`src/rtl/shared_adder_pkg.sv`:
```
// Shared definitions for the shared_adder_sched block.
//   state_t : FSM state encoding for the adder scheduler
//   OP_ADD  : op code for a single add, result = a + b
//   OP_ADD2 : op code for a chained add, result = (a + b) + b
package shared_adder_pkg;

  typedef enum logic [1:0] {
    IDLE  = 2'd0,
    PASS1 = 2'd1,
    PASS2 = 2'd2,
    DONE  = 2'd3
  } state_t;

  localparam logic OP_ADD  = 1'b0;
  localparam logic OP_ADD2 = 1'b1;

  // Number of guard bits on the accumulator. Three operand-sized terms are
  // summed at most, and 3*(2^W-1) always fits in W+2 bits.
  localparam int ACC_GUARD = 2;

endpackage

```
`src/rtl/shared_adder_sched_rr_arbiter.sv`:
```
// Round-robin arbiter, purely combinational.
//   req        : request level per requester
//   last_grant : ID granted most recently; it gets the lowest priority
//   gnt_id     : winning requester ID (0 when nothing is requested)
//   gnt_valid  : at least one request is present
// The search starts at last_grant+1 and ascends with wrap-around.
module rr_arbiter #(
  parameter  int IDW  = 2,
  localparam int NREQ = 1 << IDW
) (
  input  logic [NREQ-1:0] req,
  input  logic [IDW-1:0]  last_grant,
  output logic [IDW-1:0]  gnt_id,
  output logic            gnt_valid
);

  logic [IDW-1:0] idx;

  // Walk the offsets from farthest to nearest so that the nearest requester
  // after last_grant is written last and therefore wins. Offset NREQ wraps to
  // last_grant itself, which is the lowest-priority slot.
  always_comb begin
    gnt_id    = '0;
    gnt_valid = 1'b0;
    idx       = '0;
    for (int k = NREQ; k >= 1; k--) begin
      idx = last_grant + IDW'(k);
      if (req[idx]) begin
        gnt_id    = idx;
        gnt_valid = 1'b1;
      end
    end
  end

endmodule

```
`src/rtl/shared_adder_sched.sv`:
```
// shared_adder_sched: time-shares one adder among NREQ requesters.
//   clk, rst  : clock, synchronous active-high reset
//   req       : per-requester request level
//   op        : per-requester op (OP_ADD: a+b, OP_ADD2: (a+b)+b)
//   a_bus     : packed operand A, requester i at [i*WIDTH +: WIDTH]
//   b_bus     : packed operand B, same packing
//   ack       : one-hot, one-cycle completion pulse
//   res_valid : one-cycle result strobe, coincident with ack
//   res_id    : ID of the completed requester
//   result    : zero-extended sum, holds until the next completion
//   busy      : high whenever the FSM is not in IDLE
//
// Handshake: a requester raises req and holds it (with stable intent) until
// it sees its ack bit. Operands and op are captured only on the grant edge,
// so they may change freely afterwards. A req still high during the ack cycle
// is a fresh request; round-robin then ranks that requester last.
//
// Timing: grant on edge E0, PASS1 during the next cycle, optional PASS2,
// then DONE; ack/res_valid/result are visible in the cycle after DONE, which
// is itself an IDLE cycle and may grant again on the edge ending it.
module shared_adder_sched
  import shared_adder_pkg::*;
#(
  parameter  int WIDTH = 3,
  parameter  int IDW   = 2,
  localparam int NREQ  = 1 << IDW
) (
  input  logic                  clk,
  input  logic                  rst,
  input  logic [NREQ-1:0]       req,
  input  logic [NREQ-1:0]       op,
  input  logic [NREQ*WIDTH-1:0] a_bus,
  input  logic [NREQ*WIDTH-1:0] b_bus,
  output logic [NREQ-1:0]       ack,
  output logic                  res_valid,
  output logic [IDW-1:0]        res_id,
  output logic [WIDTH+1:0]      result,
  output logic                  busy
);

  localparam int AW = WIDTH + ACC_GUARD;

  state_t          state;
  logic [IDW-1:0]  g_r;
  logic [IDW-1:0]  last_grant;
  logic [AW-1:0]   a_r;
  logic [AW-1:0]   b_r;
  logic [AW-1:0]   acc;
  logic            op_r;

  logic [IDW-1:0]  gnt_id;
  logic            gnt_valid;
  logic [WIDTH-1:0] a_sel;
  logic [WIDTH-1:0] b_sel;
  logic            op_sel;

  logic [AW-1:0]   add_lhs;
  logic [AW-1:0]   sum;
  logic [NREQ-1:0] g_onehot;

  rr_arbiter #(.IDW(IDW)) u_arb (
    .req        (req),
    .last_grant (last_grant),
    .gnt_id     (gnt_id),
    .gnt_valid  (gnt_valid)
  );

  // Operand selection for the current arbitration winner.
  assign a_sel  = a_bus[int'(gnt_id)*WIDTH +: WIDTH];
  assign b_sel  = b_bus[int'(gnt_id)*WIDTH +: WIDTH];
  assign op_sel = op[gnt_id];

  // The one shared adder: first pass adds a, second pass re-adds b onto acc.
  assign add_lhs = (state == PASS2) ? acc : a_r;
  assign sum     = add_lhs + b_r;

  always_comb begin
    g_onehot      = '0;
    g_onehot[g_r] = 1'b1;
  end

  assign busy = (state != IDLE);

  always_ff @(posedge clk) begin
    if (rst) begin
      state      <= IDLE;
      g_r        <= '0;
      last_grant <= IDW'(NREQ - 1);
      a_r        <= '0;
      b_r        <= '0;
      acc        <= '0;
      op_r       <= OP_ADD;
      ack        <= '0;
      res_valid  <= 1'b0;
      res_id     <= '0;
      result     <= '0;
    end else begin
      // Completion strobes are single-cycle unless DONE re-asserts them.
      ack       <= '0;
      res_valid <= 1'b0;
      case (state)
        IDLE: begin
          if (gnt_valid) begin
            g_r   <= gnt_id;
            a_r   <= AW'(a_sel);
            b_r   <= AW'(b_sel);
            op_r  <= op_sel;
            state <= PASS1;
          end
        end
        PASS1: begin
          acc   <= sum;
          state <= (op_r == OP_ADD2) ? PASS2 : DONE;
        end
        PASS2: begin
          acc   <= sum;
          state <= DONE;
        end
        DONE: begin
          result     <= acc;
          res_id     <= g_r;
          res_valid  <= 1'b1;
          ack        <= g_onehot;
          last_grant <= g_r;
          state      <= IDLE;
        end
        default: state <= IDLE;
      endcase
    end
  end

endmodule
```
`config.mk`:
```
export PLATFORM = sky130hd
export DESIGN_NAME = shared_adder_sched
export DESIGN_NICKNAME = d
export VERILOG_FILES = /design/src/rtl/shared_adder_pkg.sv /design/src/rtl/shared_adder_sched_rr_arbiter.sv /design/src/rtl/shared_adder_sched.sv
export SDC_FILE = /design/constraint.sdc
export NUM_CORES = 1
export LEC_CHECK = 0
export CORE_ASPECT_RATIO = 1.4
export CORE_MARGIN = 3
export CORE_UTILIZATION = 50
export CTS_CLUSTER_SIZE = 8
export DETAILED_ROUTE_END_ITERATION = 16
export MAX_ROUTING_LAYER = met4
export PLACE_DENSITY = 0.84
export SLEW_MARGIN = 0
export SYNTH_ARGS = -nofsm -noshare
export SYNTH_HDL_FRONTEND = slang
export SYNTH_SLANG_ARGS = --single-unit
```
`constraint.sdc`:
```
create_clock -name clk -period 6.2 [get_ports clk]
set_input_delay 1.24 -clock clk [delete_from_list [all_inputs] [get_ports clk]]
set_output_delay 1.24 -clock clk [all_outputs]
set_load 0.1 [all_outputs]
```
==> results of run 1 <==
[report_power, final]
group / switching, uW / internal, uW / leakage, uW / total [uW]
logic: 204 / 148 / 0.000545 / 352
clock network: 69.6 / 89.3 / 0.0000482 / 159
registers: 31.9 / 234 / 0.000245 / 266
[logic make-up after synthesis]
family | count (synthesis)
mux | 35
compound gates | 27
xor+xnor | 1
buf+inv | 14
simple gates | 45
fa+ha+maj | 10
flops | 30
[sequential cells by signal (all words and copies together) (netlist names)]
register,flops
ack,4
acc,5
result,5
state,2
b_r,3
a_r,3
res_id,2
op_r,1
res_valid,1
g_r,2
last_grant,2
[final timing paths]
check	startpoint	end	slack, ns	depth (start not counted)
setup / recovery	state[1]	busy	2.79	4
hold / removal	a_r[1]	a_r[1]	0.49	2
setup reg to reg	state[0]	acc[4]	3.72	10
hold reg to reg	a_r[1]	a_r[1]	0.49	2
[per-layer routing]
layer  vias up  part of all wire (%)
li1        657                     -
met1       613                    41
met2        15                    55
met3         7                   2.1
met4         0                   1.2
met5         -                     0
[area by class of cell]
cell class,count,area (um^2)
Multi-Input combinational cell,118,916
Fill cell,226,827
Sequential cell,30,601
Timing Repair Buffer,46,460
Clock buffer,7,86.3
Tap cell,37,46.3
Inverter,6,22.5
Clock inverter,1,5.00
[per-stage QoR]
stage	cells	setup slack (ns)	instance area (um^2)	power [uW]
2_1_floorplan	162	3.72	1590	543
4_1_cts	245	2.79	2140	781
5_1_grt	245	2.70	2140	830
6_report	245	2.79	2140	777
3_5_place_dp	237	3.08	2050	621
3_3_place_gp	237	3.14	2050	604
[worst max-delay path: stages (launching register included)]
cell	delay, ns
dfxtp_1	0.38
inv_1	0.11
ha_1	0.21
inv_1	0.07
clkdlybuf4s50_1	1.12
[synthesized netlist by cell type (all sizes together), types with 2 or more instances]
| cell | n | area [um^2] |
|---|---|---|
| ha | 9 | 113 |
| nor2 | 19 | 71.3 |
| a211oi | 2 | 15.0 |
| mux2i | 25 | 250 |
| clkbuf | 6 | 22.5 |
| a21oi | 5 | 25.0 |
| nand2 | 4 | 15.0 |
| dfxtp | 30 | 601 |
| inv | 6 | 22.5 |
| nor2b | 6 | 37.5 |
| nand3b | 7 | 52.6 |
| mux2 | 10 | 113 |
| buf | 2 | 31.3 |
| a211o | 2 | 17.5 |
| o21ai | 13 | 65.1 |
| nand3 | 2 | 10.0 |
==> out/metrics.yaml, run 1 <==
clocking:
  clk_pin_slew_ns: 0.06
  cts_buffers: 5
  clock_sinks: 30
  insertion_delay_ns: 0.28
  root_buffer: "clkbuf_8"
  cts_max_level: 2
  post_cts_buffers: 0
  clockBufferDepth: 2
  hold_buffers: 0
  cts_resized: 0
  cts_tree: "done"
yosys:
  synth.distinct_cells: 32
  synth_xor_area_share_pct: 0.550
  netlist_area_um2: 1590
  ys.flop_type: "dfxtp_1"
  synthAdderAreaFrac_pct: 8.33
  synth-seq-area-share_pct: 37.7
  synth_nets: 206
  synth_top_family_by_area: "multiplexers"
  syn-instance-count: 162
  ys_ff_latch: 30
  ys_async_sr_fraction_pct: 0
  yosys_warnings: 0
  synth_compound_area_share_pct: 10.8
  synth-edff-count: 0
  synthMuxAreaShare_pct: 22.8
  synth_area_per_cell_um2: 9.83
  synth-simple-area-share_pct: 15.1
global_route:
  grt-busiest-layer: "met2"
  grt_first_pass_wirelength_mm: 5.87
  grt_usage_pct: 20.8
  met2_usage_pct: 37.5
  antenna_found_initial: 0
  overflow: 0
  grt_max_degree: 28
  first_global_vias: 1345
  grt_use_met3_pct: 4.29
  grtUsageMet1_pct: 21.9
placed_design:
  dpl.hpwl_mm: 2.75
  io_buffers: 46
  place.gp.congestion: 0.832
timing:
  post-route-period-util_pct: 54.9
  maxSlewViolCount: 0
  finalHoldViolations: 0
  worst_slew_pin_slew_ns: 0.989
  holdWs_ns: 0.491
  max_freq_mhz: 294
  rsz0062_at_grt: "no"
  slew_headroom_pct: 33.9
  setup_tns_ns: 0
  min_period_ns: 3.41
  finClkSkew_ns: 0.00232
  setup_viol: 0
final_layout:
  final_common_cell: "clkdlybuf4s50_1"
  final_cell_mix: "clkdlybuf4s50_1 (46), dfxtp_1 (30), mux2i_1 (25), nor2_1 (19), mux2_2 (10)"
  post-route-util_pct: 72.1
  syn_to_final_growth_pct: 34.2
  drive_gt1_share_pct: 9.13
  nets: 251
  antenna_cells: 0
power_and_ir_drop:
  ir_worst_vdd_mv: 0.281
  p_per_area_nw_per_um2: 364
  p_leak_uw: 0.000837
die:
  coreArea_um2: 2960
  core.rowCount: 23
  ios: 47
  die_area_um2: 3910
  die_h_um: 72.8
  die_width_um: 53.7
  start_util_pct: 53.7
detailed_routing:
  drtIter0Drc: 18
  final_antenna_net_count: 0
  vias_per_cell: 5.27
  vias: 1292
  dr.pass1.iters: 4
  wl_per_cell_um: 14.3
  drc: 0
  wirelength_mm: 3.51
worst_setup_path:
  arrival_ns: 2.17
  worstSetupPathType: "flop to output port"
  start_kind: "flop"
  critPathRequiredTime_ns: 4.96
  end_kind: "output port"
  critPathMaxFanout: 4
run_status:
  status: "finished clean"
run:
  drv_cap: 0
worst_hold_path:
  hold_class: "flop to flop"
Power figures use the tool's default switching activity.
==> run 2, diff against run 1 <==
- CORE_UTILIZATION: 50 -> 47
- PLACE_DENSITY: 0.84 -> 0.8
- clock period: 6.2 -> 3.5 ns (I/O delays scaled with it)
==> out/metrics.yaml, run 2 (synthesized netlist as in run 1, its figures left out) <==
worst_setup_path:
  slowest_delay_ns: 0.42
  path_cells: "inv_1, ha_1, mux2_2, ha_1, fa_1, a21oi_1, nor2b_1, o21ai_0, nand2_1, a21oi_1"
  start_kind: "flop"
  arrival_ns: 2.67
  crit_path_top_delay_cell: "fa_1"
  critPathMaxFanout: 6
  critPathRequiredTime_ns: 3.71
  end_kind: "flop"
  worstSetupPathType: "flop to flop"
clocking:
  clock_sinks: 30
  post_cts_buffers: 0
  cts_tree: "done"
  cts_resized: 0
  root_buffer: "clkbuf_8"
  clk_pin_slew_ns: 0.06
  insertion_delay_ns: 0.28
  cts_max_level: 2
  clockBufferDepth: 2
  hold_buffers: 0
  cts_buffers: 5
timing:
  maxSlewViolCount: 0
  finalHoldViolations: 0
  max_freq_mhz: 405
  slew_headroom_pct: 34.4
  worst_slew_pin_slew_ns: 0.981
  min_period_ns: 2.47
  setup_viol: 0
  rsz0062_at_grt: "no"
  holdWs_ns: 0.477
  setup_tns_ns: 0
  finClkSkew_ns: 0.00328
  post-route-period-util_pct: 70.5
die:
  die_area_um2: 4130
  start_util_pct: 50.0
  die_width_um: 55.2
  core.rowCount: 24
  die_h_um: 74.9
  ios: 47
  coreArea_um2: 3180
final_layout:
  top_regs: "acc x5, result x5, ack x4"
  nets: 252
  antenna_cells: 0
  fillCellCount: 271
  final_common_cell: "clkdlybuf4s50_1"
  drive_gt1_share_pct: 10.0
  final_cell_mix: "clkdlybuf4s50_1 (45), dfxtp_1 (30), mux2i_1 (25), nor2_1 (19), mux2_2 (10)"
  post-route-util_pct: 67.4
  syn_to_final_growth_pct: 34.6
  seqCellArea_um2: 601
  multi_input_area_um2: 916
global_route:
  first_global_vias: 1432
  overflow: 0
  grt_first_pass_wirelength_mm: 6.45
  grt_usage_pct: 20.9
  grt_max_degree: 16
  antenna_found_initial: 0
detailed_routing:
  wirelength_mm: 3.72
  vias: 1294
  final_antenna_net_count: 0
  vias_per_cell: 5.22
  dr.pass1.iters: 4
  wl_per_cell_um: 15.0
  drtIter0Drc: 51
  drc: 0
run_status:
  status: "finished clean"
power_and_ir_drop:
  p_leak_uw: 0.000843
  finalPower_uw: 1380
  ir_worst_vdd_mv: 0.551
  p_per_area_nw_per_um2: 644
placed_design:
  dpl.hpwl_mm: 2.87
  place.gp.congestion: 0.805
  io_buffers: 46
run:
  drv_cap: 0
worst_hold_path:
  hold_class: "flop to flop"
-- run 2: cell types whose count changed in the layout (fill, tap and decap cells not counted), sizes merged --
cell and change:
clkdlybuf4s50 -1, buf +2
-- run 2: layer usage --
layer	routed length, um	track usage [%]	part of all wire [%]	vias to the layer above
met3	98	6.00	2.6	8
met2	2150	40.0	58	21
met1	1410	19.8	38	605
met4	68	8.11	1.8	0
li1	-	-	-	660
met5	0	-	0	-
-- run 2: area by class of cell --
cell class                      instances  share of cell area (%)
Multi-Input combinational cell        118                    42.7
Sequential cell                        30                    28.0
Timing Repair Buffer                   47                    21.7
Clock buffer                            7                    4.03
Tap cell                               39                    2.28
Inverter                                6                    1.05
Clock inverter                          1                   0.233
-- run 2: path summary, 6_finish.rpt --
check / depth (start not counted) / to / start / slack [ns]
max: 10 / acc[4] / state[0] / 1.03
min: 2 / a_r[1] / a_r[1] / 0.48
max reg2reg: 10 / acc[4] / state[0] / 1.03
min reg2reg: 2 / a_r[1] / a_r[1] / 0.48
-- run 2: through the flow --
stage                     cells  worst slack (ns)  area, um^2
after floorplan             162              1.32        1590
after global placement      240             0.994        2050
after detailed placement    240             0.935        2050
after CTS                   248              1.03        2140
after global routing        248             0.816        2140
final                       248              1.03        2140
-- run 2: power breakdown --
group / internal (uW) / switching (uW)
clock network: 158 / 124
registers: 415 / 64.0
logic: 260 / 359
total: 833 / 547
-- run 2: worst max-delay path, delay by kind of cell (launching register included) --
family,cells,cell delay [ns]
buf+inv,1,0.15
mux,1,0.37
flops,1,0.34
fa+ha+maj,3,0.95
compound gates,3,0.42
simple gates,2,0.16
